===== src/rtl/or1200_lite_top.sv =====
// rtl/or1200_lite_top.sv - reduced multicycle ORBIS32 core with the or1200_top pin-out
//
// Purpose: FETCH -> EXEC -> (MEM) -> FETCH non-pipelined CPU with an architectural
//          branch delay slot. It has separate Wishbone instruction and data masters.
//          The debug, PIC and power-management pins are stubbed.
// Ports:   clk_i/rst_i           sole clock, synchronous active-high reset
//          iwb_*                 instruction fetch master (read only)
//          dwb_*                 data master (loads/stores, big-endian lanes)
//          dbg_*, pm_*, pic_*    stubs; dbg_stall_i/pm_cpustall_i hold off fetches
module or1200_lite_top #(
    parameter logic [31:0] RESET_PC = 32'h0000_0100
) (
    input  logic        clk_i,
    input  logic        rst_i,
    input  logic        iwb_clk_i,
    input  logic        iwb_rst_i,
    input  logic        dwb_clk_i,
    input  logic        dwb_rst_i,
    input  logic [1:0]  clmode_i,
    input  logic [19:0] pic_ints_i,
    output logic        iwb_cyc_o,
    output logic        iwb_stb_o,
    output logic        iwb_we_o,
    output logic [3:0]  iwb_sel_o,
    output logic [31:0] iwb_adr_o,
    output logic [31:0] iwb_dat_o,
    output logic [2:0]  iwb_cti_o,
    output logic [1:0]  iwb_bte_o,
    input  logic [31:0] iwb_dat_i,
    input  logic        iwb_ack_i,
    input  logic        iwb_err_i,
    input  logic        iwb_rty_i,
    output logic        dwb_cyc_o,
    output logic        dwb_stb_o,
    output logic        dwb_we_o,
    output logic [3:0]  dwb_sel_o,
    output logic [31:0] dwb_adr_o,
    output logic [31:0] dwb_dat_o,
    output logic [2:0]  dwb_cti_o,
    output logic [1:0]  dwb_bte_o,
    input  logic [31:0] dwb_dat_i,
    input  logic        dwb_ack_i,
    input  logic        dwb_err_i,
    input  logic        dwb_rty_i,
    input  logic        dbg_stall_i,
    input  logic        dbg_ewt_i,
    input  logic        dbg_stb_i,
    input  logic        dbg_we_i,
    input  logic [31:0] dbg_adr_i,
    input  logic [31:0] dbg_dat_i,
    output logic [3:0]  dbg_lss_o,
    output logic [1:0]  dbg_is_o,
    output logic [10:0] dbg_wp_o,
    output logic        dbg_bp_o,
    output logic [31:0] dbg_dat_o,
    output logic        dbg_ack_o,
    input  logic        pm_cpustall_i,
    output logic [3:0]  pm_clksd_o,
    output logic        pm_dc_gate_o,
    output logic        pm_ic_gate_o,
    output logic        pm_dmmu_gate_o,
    output logic        pm_immu_gate_o,
    output logic        pm_tt_gate_o,
    output logic        pm_cpu_gate_o,
    output logic        pm_wakeup_o,
    output logic        pm_lvolt_o,
    output logic        sig_tick
);
    localparam logic [31:0] NOP_INSN = 32'h1500_0000;

    typedef enum logic [1:0] {S_FETCH, S_EXEC, S_MEM} state_t;
    state_t r_state, w_state_nxt;

    logic [31:0] r_pc, r_insn, r_target, r_ea, r_wdata;
    logic [31:0] r_gpr [32];
    logic        r_flag, r_in_slot, r_we;
    logic [3:0]  r_sel;
    logic [5:0]  r_ld_op;
    logic [4:0]  r_ld_rd;

    logic [5:0]  w_op;
    logic [4:0]  w_rd, w_ra_i, w_rb_i;
    logic [15:0] w_imm;
    logic [31:0] w_ra, w_rb, w_simm, w_zimm, w_sst_imm, w_boff, w_cmp_b;
    logic        w_stall, w_iwb_req, w_dwb_req;
    logic        w_unused;

    assign w_op      = r_insn[31:26];
    assign w_rd      = r_insn[25:21];
    assign w_ra_i    = r_insn[20:16];
    assign w_rb_i    = r_insn[15:11];
    assign w_imm     = r_insn[15:0];
    assign w_ra      = (w_ra_i == 5'd0) ? 32'h0 : r_gpr[w_ra_i];
    assign w_rb      = (w_rb_i == 5'd0) ? 32'h0 : r_gpr[w_rb_i];
    assign w_simm    = {{16{w_imm[15]}}, w_imm};
    assign w_zimm    = {16'h0, w_imm};
    assign w_sst_imm = {{16{r_insn[25]}}, r_insn[25:21], r_insn[10:0]};
    assign w_boff    = {{4{r_insn[25]}}, r_insn[25:0], 2'b00};
    assign w_cmp_b   = (w_op == 6'h39) ? w_rb : w_simm;
    assign w_stall   = dbg_stall_i | pm_cpustall_i;

    function automatic logic [31:0] f_shift(input logic [31:0] a, input logic [1:0] t,
                                            input logic [4:0] s);
        case (t)
            2'd0:    f_shift = a << s;
            2'd1:    f_shift = a >> s;
            2'd2:    f_shift = $signed(a) >>> s;
            default: f_shift = a;
        endcase
    endfunction

    // ---------------- EXEC decode ----------------
    logic        w_wr_en, w_flag_en, w_flag_val, w_taken, w_is_br, w_is_mem, w_mem_we;
    logic [4:0]  w_wr_rd;
    logic [31:0] w_wr_val, w_br_tgt, w_ea, w_ea_al, w_mem_wdata;
    logic [3:0]  w_mem_sel;

    always_comb begin
        w_wr_en = 1'b0; w_wr_rd = w_rd; w_wr_val = 32'h0;
        w_flag_en = 1'b0; w_flag_val = 1'b0;
        w_is_br = 1'b0; w_taken = 1'b0; w_br_tgt = r_pc + w_boff;
        w_is_mem = 1'b0; w_mem_we = 1'b0; w_mem_sel = 4'hF; w_mem_wdata = w_rb;
        w_ea = w_ra + w_simm; w_ea_al = w_ea;
        case (w_op)
            6'h27: begin w_wr_en = 1'b1; w_wr_val = w_ra + w_simm; end
            6'h2B: begin w_wr_en = 1'b1; w_wr_val = w_ra ^ w_simm; end
            6'h29: begin w_wr_en = 1'b1; w_wr_val = w_ra & w_zimm; end
            6'h2A: begin w_wr_en = 1'b1; w_wr_val = w_ra | w_zimm; end
            6'h06: begin w_wr_en = 1'b1; w_wr_val = {w_imm, 16'h0}; end
            6'h2E: begin w_wr_en = 1'b1; w_wr_val = f_shift(w_ra, r_insn[7:6], r_insn[4:0]); end
            6'h38: begin
                w_wr_en = 1'b1;
                case (r_insn[3:0])
                    4'h0:    w_wr_val = w_ra + w_rb;
                    4'h2:    w_wr_val = w_ra - w_rb;
                    4'h3:    w_wr_val = w_ra & w_rb;
                    4'h4:    w_wr_val = w_ra | w_rb;
                    4'h5:    w_wr_val = w_ra ^ w_rb;
                    4'h8:    w_wr_val = f_shift(w_ra, r_insn[7:6], w_rb[4:0]);
                    default: w_wr_en = 1'b0;
                endcase
            end
            6'h39, 6'h2F: begin
                w_flag_en = 1'b1;
                case (w_rd)
                    5'h00:   w_flag_val = (w_ra == w_cmp_b);
                    5'h01:   w_flag_val = (w_ra != w_cmp_b);
                    5'h02:   w_flag_val = (w_ra >  w_cmp_b);
                    5'h03:   w_flag_val = (w_ra >= w_cmp_b);
                    5'h04:   w_flag_val = (w_ra <  w_cmp_b);
                    5'h05:   w_flag_val = (w_ra <= w_cmp_b);
                    5'h0A:   w_flag_val = ($signed(w_ra) >  $signed(w_cmp_b));
                    5'h0B:   w_flag_val = ($signed(w_ra) >= $signed(w_cmp_b));
                    5'h0C:   w_flag_val = ($signed(w_ra) <  $signed(w_cmp_b));
                    5'h0D:   w_flag_val = ($signed(w_ra) <= $signed(w_cmp_b));
                    default: w_flag_en  = 1'b0;
                endcase
            end
            6'h00: begin w_is_br = 1'b1; w_taken = 1'b1; end
            6'h01: begin w_is_br = 1'b1; w_taken = 1'b1;
                         w_wr_en = 1'b1; w_wr_rd = 5'd9; w_wr_val = r_pc + 32'd8; end
            6'h04: begin w_is_br = 1'b1; w_taken = r_flag; end
            6'h03: begin w_is_br = 1'b1; w_taken = ~r_flag; end
            6'h11: begin w_is_br = 1'b1; w_taken = 1'b1; w_br_tgt = w_rb; end
            6'h12: begin w_is_br = 1'b1; w_taken = 1'b1; w_br_tgt = w_rb;
                         w_wr_en = 1'b1; w_wr_rd = 5'd9; w_wr_val = r_pc + 32'd8; end
            6'h21: begin w_is_mem = 1'b1; w_ea_al = {w_ea[31:2], 2'b00}; end
            6'h23, 6'h24: begin w_is_mem = 1'b1; w_mem_sel = 4'b1000 >> w_ea[1:0]; end
            6'h25, 6'h26: begin w_is_mem = 1'b1; w_ea_al = {w_ea[31:1], 1'b0};
                                w_mem_sel = w_ea[1] ? 4'h3 : 4'hC; end
            6'h35: begin w_is_mem = 1'b1; w_mem_we = 1'b1; w_ea = w_ra + w_sst_imm;
                         w_ea_al = {w_ea[31:2], 2'b00}; end
            6'h37: begin w_is_mem = 1'b1; w_mem_we = 1'b1; w_ea = w_ra + w_sst_imm;
                         w_ea_al = {w_ea[31:1], 1'b0}; w_mem_sel = w_ea[1] ? 4'h3 : 4'hC;
                         w_mem_wdata = {2{w_rb[15:0]}}; end
            6'h36: begin w_is_mem = 1'b1; w_mem_we = 1'b1; w_ea = w_ra + w_sst_imm;
                         w_ea_al = w_ea; w_mem_sel = 4'b1000 >> w_ea[1:0];
                         w_mem_wdata = {4{w_rb[7:0]}}; end
            default: ;
        endcase
        // A branch sitting in a delay slot behaves as l.nop (no redirect, no link).
        if (w_is_br && r_in_slot) begin
            w_taken = 1'b0;
            w_wr_en = 1'b0;
        end
    end

    // ---------------- load lane extraction (big-endian) ----------------
    logic [7:0]  w_byte;
    logic [15:0] w_half;
    logic [31:0] w_ld_val;
    always_comb begin
        case (r_ea[1:0])
            2'd0:    w_byte = dwb_dat_i[31:24];
            2'd1:    w_byte = dwb_dat_i[23:16];
            2'd2:    w_byte = dwb_dat_i[15:8];
            default: w_byte = dwb_dat_i[7:0];
        endcase
        w_half = r_ea[1] ? dwb_dat_i[15:0] : dwb_dat_i[31:16];
        case (r_ld_op)
            6'h23:   w_ld_val = {24'h0, w_byte};
            6'h24:   w_ld_val = {{24{w_byte[7]}}, w_byte};
            6'h25:   w_ld_val = {16'h0, w_half};
            6'h26:   w_ld_val = {{16{w_half[15]}}, w_half};
            default: w_ld_val = dwb_dat_i;
        endcase
    end

    // ---------------- state machine / bus requests ----------------
    always_comb begin
        w_state_nxt = r_state;
        w_iwb_req   = 1'b0;
        w_dwb_req   = 1'b0;
        case (r_state)
            S_FETCH: if (!w_stall) begin
                w_iwb_req = 1'b1;
                if (iwb_ack_i | iwb_err_i) w_state_nxt = S_EXEC;
            end
            S_EXEC:  w_state_nxt = w_is_mem ? S_MEM : S_FETCH;
            S_MEM: begin
                w_dwb_req = 1'b1;
                if (dwb_ack_i | dwb_err_i) w_state_nxt = S_FETCH;
            end
            default: w_state_nxt = S_FETCH;
        endcase
        if (rst_i) begin
            w_iwb_req = 1'b0;
            w_dwb_req = 1'b0;
        end
    end

    // ---------------- GPR write port ----------------
    logic        w_gpr_we;
    logic [4:0]  w_gpr_wa;
    logic [31:0] w_gpr_wd;
    always_comb begin
        w_gpr_we = 1'b0;
        w_gpr_wa = w_wr_rd;
        w_gpr_wd = w_wr_val;
        if (r_state == S_EXEC) begin
            w_gpr_we = w_wr_en;
        end else if (r_state == S_MEM && !r_we && (dwb_ack_i | dwb_err_i)) begin
            w_gpr_we = 1'b1;
            w_gpr_wa = r_ld_rd;
            w_gpr_wd = dwb_ack_i ? w_ld_val : 32'h0;
        end
        if (rst_i || w_gpr_wa == 5'd0) w_gpr_we = 1'b0;
    end

    always_ff @(posedge clk_i) begin
        if (w_gpr_we) r_gpr[w_gpr_wa] <= w_gpr_wd;
    end

    always_ff @(posedge clk_i) begin
        if (rst_i) begin
            r_state <= S_FETCH;  r_pc <= RESET_PC;  r_insn <= NOP_INSN;
            r_flag <= 1'b0;      r_in_slot <= 1'b0; r_target <= 32'h0;
            r_ea <= 32'h0;       r_wdata <= 32'h0;  r_sel <= 4'h0;
            r_we <= 1'b0;        r_ld_op <= 6'h0;   r_ld_rd <= 5'h0;
        end else begin
            r_state <= w_state_nxt;
            case (r_state)
                S_FETCH: if (w_iwb_req) begin
                    if (iwb_ack_i)      r_insn <= iwb_dat_i;
                    else if (iwb_err_i) r_insn <= NOP_INSN;
                end
                S_EXEC: begin
                    if (w_flag_en) r_flag <= w_flag_val;
                    if (r_in_slot) begin
                        r_pc      <= r_target;
                        r_in_slot <= 1'b0;
                    end else begin
                        r_pc <= r_pc + 32'd4;
                        if (w_taken) begin
                            r_in_slot <= 1'b1;
                            r_target  <= w_br_tgt;
                        end
                    end
                    r_ea    <= w_ea_al;
                    r_sel   <= w_mem_sel;
                    r_we    <= w_mem_we;
                    r_wdata <= w_mem_wdata;
                    r_ld_op <= w_op;
                    r_ld_rd <= w_rd;
                end
                default: ;
            endcase
        end
    end

    assign iwb_cyc_o = w_iwb_req;
    assign iwb_stb_o = w_iwb_req;
    assign iwb_adr_o = w_iwb_req ? r_pc : 32'h0;
    assign iwb_we_o  = 1'b0;
    assign iwb_sel_o = 4'hF;
    assign iwb_dat_o = 32'h0;
    assign iwb_cti_o = 3'h0;
    assign iwb_bte_o = 2'h0;

    assign dwb_cyc_o = w_dwb_req;
    assign dwb_stb_o = w_dwb_req;
    assign dwb_we_o  = w_dwb_req & r_we;
    assign dwb_adr_o = w_dwb_req ? r_ea : 32'h0;
    assign dwb_sel_o = w_dwb_req ? r_sel : 4'h0;
    assign dwb_dat_o = (w_dwb_req & r_we) ? r_wdata : 32'h0;
    assign dwb_cti_o = 3'h0;
    assign dwb_bte_o = 2'h0;

    assign dbg_lss_o = 4'h0;
    assign dbg_is_o  = 2'h0;
    assign dbg_wp_o  = 11'h0;
    assign dbg_bp_o  = 1'b0;
    assign dbg_dat_o = 32'h0;
    assign dbg_ack_o = dbg_stb_i;

    assign pm_clksd_o     = 4'h0;
    assign pm_dc_gate_o   = 1'b0;
    assign pm_ic_gate_o   = 1'b0;
    assign pm_dmmu_gate_o = 1'b0;
    assign pm_immu_gate_o = 1'b0;
    assign pm_tt_gate_o   = 1'b0;
    assign pm_cpu_gate_o  = 1'b0;
    assign pm_wakeup_o    = 1'b0;
    assign pm_lvolt_o     = 1'b0;
    assign sig_tick       = 1'b0;

    assign w_unused = ^{iwb_clk_i, iwb_rst_i, dwb_clk_i, dwb_rst_i, clmode_i, pic_ints_i,
                        iwb_rty_i, dwb_rty_i, dbg_ewt_i, dbg_we_i, dbg_adr_i, dbg_dat_i};
endmodule


===== config.mk =====
export PLATFORM = sky130hd
export DESIGN_NAME = or1200_lite_top
export DESIGN_NICKNAME = d
export VERILOG_FILES = /design/src/rtl/or1200_lite_top.sv
export SDC_FILE = /design/constraint.sdc
export NUM_CORES = 2
export LEC_CHECK = 0
export BUFFER_PORTS_ARGS = -buffer_cell sky130_fd_sc_hd__buf_2
export CAP_MARGIN = 20
export CORE_ASPECT_RATIO = 2
export CORE_MARGIN = 2
export CORE_UTILIZATION = 31
export DETAILED_ROUTE_END_ITERATION = 10
export PLACE_DENSITY_LB_ADDON = 0.3
export SYNTH_ARGS = -nofsm -noshare
export SYNTH_HDL_FRONTEND = slang
export SYNTH_SLANG_ARGS = --single-unit

===== constraint.sdc =====
create_clock -name clk_i -period 11.4 [get_ports clk_i]
set_input_delay 1.71 -clock clk_i [delete_from_list [all_inputs] [get_ports clk_i]]
set_output_delay 1.71 -clock clk_i [all_outputs]
set_load 0.01 [all_outputs]

==> impl_metrics.env <==
export IMPL_worst_slack_ns=1.66
export IMPL_fin_tns_setup_ns=0
export IMPL_finalNetCount=7552
export IMPL_grt_pass1_vias=66837
export IMPL_power_mw=11.2
export IMPL_die_h_microns=716
export IMPL_clkSlewWorstSetupHoldPaths_ns=0.07
export IMPL_synth_seq_cells=1214
export IMPL_critPathKind="flop to flop"
export IMPL_whs_path_depth=2
export IMPL_setup_viol=0
export IMPL_syn_area_per_cell_sq_um=11.3
export IMPL_synth_adder_area_share_pct=3.69
export IMPL_required_ns=11.90
export IMPL_drv_slew=0
export IMPL_start_util_pct=31.1
export IMPL_antenna_found_initial=59
export IMPL_grt_total_usage_pct=35.5
export IMPL_fin_cells=10594
export IMPL_vias=68490
export IMPL_grt_max_degree=101
export IMPL_clockRootBuffer="clkbuf_16"
export IMPL_start_kind="flop"
export IMPL_period_needed_ns=9.74
export IMPL_synth_ff_type="edfxtp_1"
export IMPL_drtAntennaViolNets=0
export IMPL_synth_xor_area_share_pct=1.64
export IMPL_cap_violations=0
export IMPL_reg2regPathDepth=26
export IMPL_min_period_over_period_pct=85.4
export IMPL_clock_latency_ns=0.83
export IMPL_hpwl_mm=335
export IMPL_design_core_area_sq_um=252000
export IMPL_drc=0
export IMPL_gp_congestion=1.16
export IMPL_finalHoldViolations=0
export IMPL_die_w_microns=360
export IMPL_timing_hold_ws_ns=0.451
export IMPL_grt_overflow=0
export IMPL_wl_per_cell_microns=43.7
export IMPL_rsz0062_at_grt="false"
export IMPL_synthMuxAreaShare_pct=19.0
export IMPL_worst_pin_slew_ns=1.32
export IMPL_synth_edff_count=1024
export IMPL_postLayoutCellArea_sq_um=89000
export IMPL_p_per_area_nw_per_um2=125
export IMPL_synthDistinctLibCells=115
export IMPL_yosys_area_share_simple_pct=10.7
export IMPL_synth_warnings=0
export IMPL_dr_pass1_iters=9
export IMPL_p_leak_nw=30.5
export IMPL_cts_sinks=1214
export IMPL_final_util_pct=35.3
export IMPL_grt_pass1_wl_mm=614
export IMPL_crit_fanout=49
export IMPL_cts_hold_buf=0
export IMPL_drt_total_wl_mm=463
export IMPL_num_io_pins=383
export IMPL_slew_headroom_pct=11.4
export IMPL_rows=261
export IMPL_cts_buffers=107
export IMPL_cts_setup_buffers=0
export IMPL_syn_area_sq_um=78500
export IMPL_design_die_area_sq_um=258000
export IMPL_outcome="finished clean"
export IMPL_clock_fmax_mhz=103
export IMPL_area_growth_pct=13.4
export IMPL_synth_seq_area_share_pct=44.0
export IMPL_ir_drop_mv=0.128
export IMPL_drt_iter0_markers=8584
export IMPL_async_flop_share_pct=0
export IMPL_worstSetupEndpointType="flop"
export IMPL_synthCells=6938
export IMPL_synth_compound_area_share_pct=15.7
export IMPL_fillers=24984
export IMPL_seq_area_sq_um=34600
export IMPL_io_buffers=176
export IMPL_multiInputGateArea_sq_um=41300
export IMPL_viasPerCell=6.46
export IMPL_cts_resized=0
export IMPL_critPathArrivalTime_ns=10.23
export IMPL_dpl_cell_area_sq_um=84500
export IMPL_clock_tree_htree_level_count=3
export IMPL_post_place_cells=10291
export IMPL_synth_top_family_by_area="multiplexers"
export IMPL_dp_slack_ns=2.07
export IMPL_finClkSkew_ns=0.0964
export IMPL_final_layout_size_suffix_gt1_share_pct=20.6
export IMPL_clock_path_buffers=3
export IMPL_cts_tree="yes"
export IMPL_holdCritPathClass="flop to flop"
power breakdown:
part	switching, mW	total (mW)	internal [mW]	leakage (nW)
sequential	0.0322	4.79	4.76	11.1
combinational	1.74	2.42	0.684	17.6
clock	1.84	3.96	2.12	1.77
logic make-up after synthesis:
| kind of cell | after synthesis |
|---|---|
| compound gates | 1842 |
| fa+ha+maj | 230 |
| simple gates | 1818 |
| other cells | 2 |
| mux | 903 |
| buf+inv | 782 |
| xor+xnor | 147 |
| flops | 1214 |
state kept, by name, summed over array words and instances, names as in the netlist, named ones only:
| register | cells |
|---|---|
| r_state | 2 |
| r_ld_op | 6 |
| r_we | 1 |
| r_sel | 4 |
| r_gpr | 1024 |
| r_in_slot | 1 |
| r_flag | 1 |
| r_target | 32 |
| r_ea | 32 |
| r_ld_rd | 5 |
| r_pc | 32 |
| r_wdata | 32 |
| r_insn | 32 |
cell usage after synthesis (52+ instances only):
master,n,share of area (%)
edfxtp_1,1024,39
mux2i_1,400,5.1
o21ai_0,340,2.2
o22ai_1,57,0.45
xnor2_1,106,1.2
dfxtp_1,190,4.8
and2_1,67,0.53
buf_1,52,0.25
nand3_1,167,1.1
nand2_1,499,2.4
nor2_1,592,2.8
ha_1,226,3.6
clkbuf_1,302,1.4
a21o_1,61,0.58
buf_4,151,1.4
a22oi_1,195,1.9
mux4_2,427,12
inv_1,114,0.54
buf_2,99,0.63
and3_1,106,0.84
o211ai_1,71,0.68
a31oi_1,67,0.53
a21oi_1,462,2.9
a221oi_1,62,0.69
a211oi_1,112,1.1
nor3_1,134,0.85
final timing paths:
check / from / to / slack [ns]
max reg2reg: flop / r_gpr[3][25] / 1.66
max: flop / r_gpr[3][25] / 1.66
min: r_ea[10] / r_ea[10] / 0.45
min reg2reg: r_ea[10] / r_ea[10] / 0.45
area by class of cell:
class | instances | area share (%)
Antenna cell | 58 | 0.163
Clock buffer | 120 | 3.10
Clock inverter | 82 | 1.05
Inverter | 131 | 0.555
Multi-Input combinational cell | 5082 | 46.3
Sequential cell | 1214 | 38.9
Tap cell | 3287 | 4.62
Timing Repair Buffer | 620 | 5.31
routing by layer:
layer | routed length [microns] | GRT usage (%) | up-vias | share of wire (%)
met1 | 134000 | 31.6 | 34432 | 29
li1 | - | - | 27457 | -
met2 | 224000 | 59.4 | 4629 | 48
met5 | 162 | 0 | - | 0.035
met4 | 67800 | 42.7 | 24 | 15
met3 | 36400 | 10.5 | 1948 | 7.9
worst max-delay path, stage by stage, from the launching register on:
cell	delay (ns)
dfxtp_4	0.77
buf_12	0.42
mux4_2	0.58
mux4_2	0.56
a22oi_1	0.18
buf_4	0.30
nand4_1	0.53
nor4b_2	0.92
a21oi_1	0.19
xnor2_1	0.22
ha_1	0.46
and3_1	0.21
and4_1	0.40
nand3_1	0.13
a211oi_1	0.46
nor4_1	0.20
o31ai_1	0.65
o41ai_1	0.15
buf_4	0.18
o21ai_0	0.16
buf_4	0.20
xor2_1	0.08
a32oi_1	0.22
buf_4	0.19
o2111ai_1	0.23
o31a_1	0.41
buf_12	0.17
placed cells by master (no fill, tap or decap), types with 108 or more instances in the layout:
| cell type | count |
|---|---|
| nor3_1 | 125 |
| a21oi_1 | 452 |
| nand3_1 | 165 |
| a211oi_1 | 110 |
| nor2_1 | 551 |
| clkbuf_16 | 108 |
| inv_1 | 110 |
| mux2i_1 | 398 |
| nand2_1 | 497 |
| conb_1 | 142 |
| a22oi_1 | 185 |
| o21ai_0 | 321 |
| edfxtp_1 | 1024 |
| buf_2 | 176 |
| buf_4 | 392 |
| ha_1 | 226 |
| dfxtp_1 | 174 |
| mux4_2 | 427 |
(Power assumes the default switching activity.)
